<file path="src/rtl/cpu_traffic_gen_if.sv">
// CPU-side sdram_ctrl bus: address, cpustate, byte enables, write/read data, cpuena.
// master = traffic generator, slave = sdram_ctrl or a memory model.
interface cpu_traffic_gen_if #(
    parameter int ADDR_BITS = 26
);
    logic [ADDR_BITS:1] cpuAddr;
    logic [3:0]         cpustate;
    logic               cpuL;
    logic               cpuU;
    logic [15:0]        cpuWR;
    logic [15:0]        cpuRD;
    logic               cpuena;

    modport master (
        output cpuAddr, cpustate, cpuL, cpuU, cpuWR,
        input  cpuRD, cpuena
    );

    modport slave (
        input  cpuAddr, cpustate, cpuL, cpuU, cpuWR,
        output cpuRD, cpuena
    );
endinterface

</file>
<file path="src/rtl/cpu_traffic_gen.sv">
// cpu_traffic_gen: writes NUM_XFERS address-derived words, reads them back and checks.
// Ports: clk_114/reset, start/mode/stride/base_addr run setup, bus (master side of
// the sdram_ctrl CPU port), busy/done status, err/timeout/err_count/err_addr results.
module cpu_traffic_gen #(
    parameter int          ADDR_BITS  = 26,
    parameter int          NUM_XFERS  = 256,
    parameter int          GAP_CYCLES = 4,
    parameter logic [31:0] LFSR_SEED  = 32'hACE1_1234,
    parameter int          TIMEOUT    = 1023
) (
    input  logic                clk_114,
    input  logic                reset,
    input  logic                start,
    input  logic [1:0]          mode,
    input  logic [7:0]          stride,
    input  logic [ADDR_BITS:1]  base_addr,
    cpu_traffic_gen_if.master   bus,
    output logic                busy,
    output logic                done,
    output logic                err,
    output logic                timeout,
    output logic [15:0]         err_count,
    output logic [ADDR_BITS:1]  err_addr
);
    localparam int WW = (TIMEOUT > 1) ? $clog2(TIMEOUT + 1) : 1;

    localparam logic [2:0] S_IDLE = 3'd0;
    localparam logic [2:0] S_WR   = 3'd1;
    localparam logic [2:0] S_WGAP = 3'd2;
    localparam logic [2:0] S_RD   = 3'd3;
    localparam logic [2:0] S_RGAP = 3'd4;
    localparam logic [2:0] S_DONE = 3'd5;

    logic [2:0]           state;
    logic [1:0]           mode_q;
    logic [7:0]           stride_q;
    logic [ADDR_BITS:1]   base_q;
    logic [ADDR_BITS-1:0] acc;
    logic [31:0]          lfsr;
    logic [15:0]          xfer_cnt;
    logic [3:0]           gap_cnt;
    logic [WW-1:0]        wait_cnt;
    logic [ADDR_BITS:1]   addr_q;
    logic [15:0]          wdata_q;

    logic [ADDR_BITS:1]   start_addr;
    logic [ADDR_BITS:1]   next_addr;
    logic [ADDR_BITS:1]   rest_addr;
    logic [ADDR_BITS-1:0] inc;
    logic [31:0]          lfsr_next;
    logic                 gap_last;
    logic                 xfer_last;
    logic                 wait_last;

    // Sequential and stride modes share one offset accumulator; LFSR mode
    // ignores it and XORs the base with the LFSR low bits instead.
    function automatic logic [ADDR_BITS:1] gen_addr(
        input logic [ADDR_BITS:1]   b,
        input logic [1:0]           m,
        input logic [ADDR_BITS-1:0] off,
        input logic [ADDR_BITS-1:0] l
    );
        if (m == 2'b10) return b ^ l;
        return b + off;
    endfunction

    function automatic logic [15:0] data_of(input logic [ADDR_BITS:1] a);
        return a[16:1] ^ 16'h5A5A;
    endfunction

    assign start_addr = gen_addr(base_addr, mode, '0, LFSR_SEED[ADDR_BITS-1:0]);
    assign next_addr  = gen_addr(base_q, mode_q, acc, lfsr[ADDR_BITS-1:0]);
    assign rest_addr  = gen_addr(base_q, mode_q, '0, LFSR_SEED[ADDR_BITS-1:0]);

    assign inc = (mode_q == 2'b01) ? {{(ADDR_BITS-8){1'b0}}, stride_q}
                                   : ADDR_BITS'(1);

    // Galois form of x^32 + x^22 + x^2 + x + 1
    assign lfsr_next = {1'b0, lfsr[31:1]} ^ (lfsr[0] ? 32'h8020_0003 : 32'h0);

    assign gap_last  = (gap_cnt == 4'(GAP_CYCLES - 1));
    assign xfer_last = (xfer_cnt == 16'(NUM_XFERS));
    assign wait_last = (wait_cnt == WW'(TIMEOUT));

    always_ff @(posedge clk_114) begin
        if (reset) begin
            state     <= S_IDLE;
            mode_q    <= '0;
            stride_q  <= '0;
            base_q    <= '0;
            acc       <= '0;
            lfsr      <= LFSR_SEED;
            xfer_cnt  <= '0;
            gap_cnt   <= '0;
            wait_cnt  <= '0;
            addr_q    <= '0;
            wdata_q   <= '0;
            err       <= 1'b0;
            timeout   <= 1'b0;
            err_count <= '0;
            err_addr  <= '0;
        end else begin
            case (state)
                S_IDLE: begin
                    if (start) begin
                        state     <= S_WR;
                        mode_q    <= mode;
                        stride_q  <= stride;
                        base_q    <= base_addr;
                        acc       <= '0;
                        lfsr      <= LFSR_SEED;
                        xfer_cnt  <= '0;
                        wait_cnt  <= '0;
                        addr_q    <= start_addr;
                        wdata_q   <= data_of(start_addr);
                        err       <= 1'b0;
                        timeout   <= 1'b0;
                        err_count <= '0;
                        err_addr  <= '0;
                    end
                end
                S_WR, S_RD: begin
                    if (bus.cpuena) begin
                        state    <= (state == S_WR) ? S_WGAP : S_RGAP;
                        gap_cnt  <= '0;
                        xfer_cnt <= xfer_cnt + 16'd1;
                        acc      <= acc + inc;
                        lfsr     <= lfsr_next;
                        if (state == S_RD && bus.cpuRD != wdata_q) begin
                            err <= 1'b1;
                            if (err_count == 16'h0) err_addr <= addr_q;
                            if (err_count != 16'hFFFF) err_count <= err_count + 16'd1;
                        end
                    end else if (wait_last) begin
                        state   <= S_DONE;
                        err     <= 1'b1;
                        timeout <= 1'b1;
                    end else begin
                        wait_cnt <= wait_cnt + WW'(1);
                    end
                end
                S_WGAP: begin
                    if (gap_last) begin
                        wait_cnt <= '0;
                        if (xfer_last) begin
                            // write phase over: replay the same address sequence
                            state    <= S_RD;
                            xfer_cnt <= '0;
                            acc      <= '0;
                            lfsr     <= LFSR_SEED;
                            addr_q   <= rest_addr;
                            wdata_q  <= data_of(rest_addr);
                        end else begin
                            state   <= S_WR;
                            addr_q  <= next_addr;
                            wdata_q <= data_of(next_addr);
                        end
                    end else begin
                        gap_cnt <= gap_cnt + 4'd1;
                    end
                end
                S_RGAP: begin
                    if (gap_last) begin
                        wait_cnt <= '0;
                        if (xfer_last) begin
                            state <= S_DONE;
                        end else begin
                            state   <= S_RD;
                            addr_q  <= next_addr;
                            wdata_q <= data_of(next_addr);
                        end
                    end else begin
                        gap_cnt <= gap_cnt + 4'd1;
                    end
                end
                S_DONE: begin
                    if (start) state <= S_IDLE;
                end
                default: state <= S_IDLE;
            endcase
        end
    end

    always_comb begin
        bus.cpustate = 4'b0101;
        bus.cpuL     = 1'b1;
        bus.cpuU     = 1'b1;
        if (state == S_WR) begin
            bus.cpustate = 4'b0011;
            bus.cpuL     = 1'b0;
            bus.cpuU     = 1'b0;
        end else if (state == S_RD) begin
            bus.cpustate = 4'b0010;
            bus.cpuL     = 1'b0;
            bus.cpuU     = 1'b0;
        end
    end

    assign bus.cpuAddr = addr_q;
    assign bus.cpuWR   = wdata_q;
    assign busy        = (state != S_IDLE) && (state != S_DONE);
    assign done        = (state == S_DONE);
endmodule
</file>
<file path="src/flat_wrapper.sv">
// flat-port wrapper written by rule: the top's interface ports become plain ports
module cpu_traffic_gen_flat 
#(
    parameter int          ADDR_BITS  = 26,
    parameter int          NUM_XFERS  = 256,
    parameter int          GAP_CYCLES = 4,
    parameter logic [31:0] LFSR_SEED  = 32'hACE1_1234,
    parameter int          TIMEOUT    = 1023
)
  (clk_114, reset, start, mode, stride, base_addr, busy, done, err, timeout, err_count, err_addr, bus_cpuAddr, bus_cpustate, bus_cpuL, bus_cpuU, bus_cpuWR, bus_cpuRD, bus_cpuena);
  cpu_traffic_gen_if #(.ADDR_BITS(ADDR_BITS)) bus_i ();
  input  logic clk_114;
  input  logic reset;
  input  logic start;
  input  logic [1:0] mode;
  input  logic [7:0] stride;
  input  logic [ADDR_BITS:1] base_addr;
  output logic busy;
  output logic done;
  output logic err;
  output logic timeout;
  output logic [15:0] err_count;
  output logic [ADDR_BITS:1] err_addr;
  output wire logic [$bits(bus_i.cpuAddr)-1:0] bus_cpuAddr;
  output wire logic [$bits(bus_i.cpustate)-1:0] bus_cpustate;
  output wire logic [$bits(bus_i.cpuL)-1:0] bus_cpuL;
  output wire logic [$bits(bus_i.cpuU)-1:0] bus_cpuU;
  output wire logic [$bits(bus_i.cpuWR)-1:0] bus_cpuWR;
  input wire logic [$bits(bus_i.cpuRD)-1:0] bus_cpuRD;
  input wire logic [$bits(bus_i.cpuena)-1:0] bus_cpuena;
  assign bus_cpuAddr = bus_i.cpuAddr;
  assign bus_cpustate = bus_i.cpustate;
  assign bus_cpuL = bus_i.cpuL;
  assign bus_cpuU = bus_i.cpuU;
  assign bus_cpuWR = bus_i.cpuWR;
  assign bus_i.cpuRD = bus_cpuRD;
  assign bus_i.cpuena = bus_cpuena;
  cpu_traffic_gen #(.ADDR_BITS(ADDR_BITS), .NUM_XFERS(NUM_XFERS), .GAP_CYCLES(GAP_CYCLES), .LFSR_SEED(LFSR_SEED), .TIMEOUT(TIMEOUT)) u_core (.clk_114(clk_114), .reset(reset), .start(start), .mode(mode), .stride(stride), .base_addr(base_addr), .bus(bus_i), .busy(busy), .done(done), .err(err), .timeout(timeout), .err_count(err_count), .err_addr(err_addr));
endmodule
</file>
<file path="config.mk">
export PLATFORM = sky130hd
export DESIGN_NAME = cpu_traffic_gen_flat
export DESIGN_NICKNAME = d
export VERILOG_FILES = /design/src/rtl/cpu_traffic_gen_if.sv /design/src/rtl/cpu_traffic_gen.sv /design/src/flat_wrapper.sv
export SDC_FILE = /design/constraint.sdc
export NUM_CORES = 1
export LEC_CHECK = 0
export ABC_CLOCK_PERIOD_IN_PS = 3500
export BUFFER_PORTS_ARGS = -buffer_cell sky130_fd_sc_hd__clkbuf_2
export CORE_ASPECT_RATIO = 0.6
export CORE_MARGIN = 2
export CORE_UTILIZATION = 55
export CTS_CLUSTER_DIAMETER = 200
export CTS_CLUSTER_SIZE = 40
export DETAILED_ROUTE_END_ITERATION = 12
export PLACE_DENSITY = 0.78
export SKIP_CTS_REPAIR_TIMING = 1
export SYNTH_ARGS = -nofsm -noshare
export SYNTH_HDL_FRONTEND = slang
export SYNTH_SLANG_ARGS = --single-unit
</file>
<file path="constraint.sdc">
create_clock -name clk_114 -period 3.5 [get_ports clk_114]
set_input_delay 0.35 -clock clk_114 [delete_from_list [all_inputs] [get_ports clk_114]]
set_output_delay 0.35 -clock clk_114 [all_outputs]
set_load 0.02 [all_outputs]
</file>
==> flow_metrics.tcl <==
set metrics [dict create \
    run_status "completed" \
    pin_count 150 \
    synthCells 1438 \
    max_freq_mhz 322 \
    leakage_nw 4.91 \
    vias 11200 \
    relSlewSlack_pct 29.4 \
    htreeDepth 1 \
    final_common_cell "nand2_1" \
    grt_max_degree 66 \
    die_height_um 114 \
    gp_congestion 0.954 \
    synth_edf_count 0 \
    hpwl_um 25100 \
    syn-num-nets 1535 \
    core_area_mm2 0.0200 \
    routed_wl_um 34100 \
    diodes 0 \
    clock-sinks 205 \
    cts_made_buffers 9 \
    drive_gt1_share_pct 14.3 \
    setup-violations-final 0 \
    first_global_vias 10000 \
    hold_viol 0 \
    path_clk_slew_ps 140 \
    nets 1639 \
    start_util_pct 56.0 \
    power_density_mw_per_mm2 425 \
    area_growth_syn_to_layout_pct 11.2 \
    first_pass_iters 8 \
    crit_required_ps 3870 \
    num_rows 40 \
    ys.flop_type "dfxtp_1" \
    clock_path_buffers 3 \
    max-vdd-ir-drop_uv 358 \
    die_area_mm2 0.0215 \
    syn_avg_cell_area_um2 7.77 \
    place_ws_ps 324 \
    synth-seq-cells 205 \
    hp-class "in -> reg" \
    synth_warnings 0 \
    first_iter_violations 1339 \
    synth_cell_types 79 \
    grt-ovfl-total 0 \
    antenna_found_initial 0 \
    slew_violations 0 \
    syn_area_mm2 0.0112 \
    grt_pass1_wl_um 54000 \
    detail-route-antenna-nets 0 \
    fin_worst_skew_ps 59.0 \
    path_class "reg -> reg" \
    post_drt_wl_per_cell_um 18.8 \
    worst_pin_slew_ps 1050 \
    rsz0062_at_grt "false" \
    io_buffer_count 148 \
    synthArstFlopShare_pct 0 \
    track_usage_pct 31.0 \
    vias_per_cell 6.18 \
    fin_ws_ps 390 \
    path_max_fanout 19 \
    maxCapViolCount 0 \
    drc 0 \
    cts_root_buffer "clkbuf_16" \
    cts_tree "built" \
    endpoint_kind "flip-flop" \
    fin_tns_setup_ps 0 \
    min_period_over_period_pct 88.9 \
    crit_arrival_ps 3480 \
    most-common-layout-cells "240 x nand2_1, 205 x dfxtp_1, 180 x a21oi_1, 147 x clkbuf_2, 117 x nor2_1" \
    startpoint_type "flip-flop" \
    worstSkewPairLatency_ps 490 \
    yosysSeqAreaShare_pct 36.7 \
    die_w_um 188 \
    finalCriticalPeriod_ps 3110 \
]
## where the power goes
part	leakage [nW]	internal, mW	total [mW]	switching [mW]
registers	1.67	2.50	2.69	0.199
clock network	0.122	0.486	1.25	0.766
logic	3.12	0.447	1.34	0.890
## cell type report
type                            count  area [um2]
Timing Repair Buffer              184        1010
Clock buffer                        9         225
Fill cell                        1832        7540
Clock inverter                      1        30.0
Inverter                           28         105
Tap cell                          273         342
Sequential cell                   205        4100
Multi-Input combinational cell   1114        6610
## cells by family after synthesis
kind of cell,synth area share [%]
XOR/XNOR,7.21
other,0.0336
buffers and inverters,4.46
flip-flops,36.7
AND/OR/NAND/NOR,25.4
AO/OA/AOI/OAI,21.3
multiplexers,0.179
adder cells (fa/ha/maj),4.73
## worst max-delay path, stage by stage (launching register included)
cell,delay [ps]
dfxtp_1,570
nor3_1,950
a21oi_1,430
nor2_1,420
buf_4,220
a21oi_1,80
a2111oi_0,340
## layer usage
metal,GRT usage [%],vias to the layer above,routed length (um)
li1,-,5272,-
met1,46.1,5261,15300
met2,46.2,611,14200
met3,5.64,70,3830
met4,8.19,0,871
met5,0,-,0
## per-stage QoR
stage                     util [%]  cells  cell area [um2]  hold slack (ps)  power, mW
after CTS                     62.2   1814            12400             63.2       5.25
after floorplan                  -   1438            11200              431       3.57
final                         62.2   1814            12400             63.2       5.28
after global placement        60.9   1804            12200              438       4.00
after detailed placement      60.9   1804            12200              446       4.03
after global routing          62.2   1814            12400             66.4       5.49
## synthesized netlist by cell type (all sizes together), types with 5 or more instances
library cell / n / area share (%)
a311oi: 5 / 0.39
nand4: 24 / 1.5
o211ai: 12 / 0.81
nand2b: 15 / 0.84
o22ai: 5 / 0.28
a21oi: 180 / 8.1
inv: 28 / 0.94
a211oi: 13 / 0.87
dfxtp: 205 / 37
nor4: 7 / 0.80
o2111ai: 6 / 0.53
nor3: 24 / 1.1
o31ai: 7 / 0.47
o21ai: 79 / 3.6
and3: 14 / 0.78
nor3b: 5 / 0.38
ha: 39 / 4.4
nor2: 121 / 4.1
or3: 24 / 1.3
clkbuf: 66 / 2.2
buf: 25 / 1.3
nand3: 73 / 3.3
a221oi: 7 / 0.55
a21o: 6 / 0.40
nand2: 240 / 8.1
o21a: 6 / 0.40
nor2b: 15 / 0.84
or2: 5 / 0.28
o211a: 13 / 1.2
and2: 9 / 0.50
xor2: 36 / 2.8
a211o: 5 / 0.39
xnor2: 56 / 4.4
and4: 6 / 0.47
## final timing paths
kind,cells past startpoint,start,endpoint,slack (ps)
worst min-delay path,3,stride[2],u_core.stride_q[2]$_SDFFE_PP0P_,60
worst max-delay path,6,u_core.state[2]$_SDFFE_PP0P_,u_core.bus.cpuAddr[16]$_SDFFE_PP0P_,390
worst min register to register,2,u_core.lfsr[12]$_SDFFE_PP1P_,u_core.lfsr[11]$_SDFFE_PP0P_,430
worst max register to register,6,u_core.state[2]$_SDFFE_PP0P_,u_core.bus.cpuAddr[16]$_SDFFE_PP0P_,390
## registers in the layout, indices dropped and copies added, names as in the netlist
register,count
u_core.err_count,16
u_core.timeout,1
u_core.state,3
u_core.base_q,26
u_core.lfsr,32
u_core.mode_q,2
u_core.gap_cnt,4
u_core.err_addr,26
u_core.acc,26
u_core.wait_cnt,10
u_core.bus.cpuWR,8
u_core.stride_q,8
u_core.err,1
u_core.bus.cpuAddr,26
u_core.xfer_cnt,16
(Power assumes the default switching activity.)
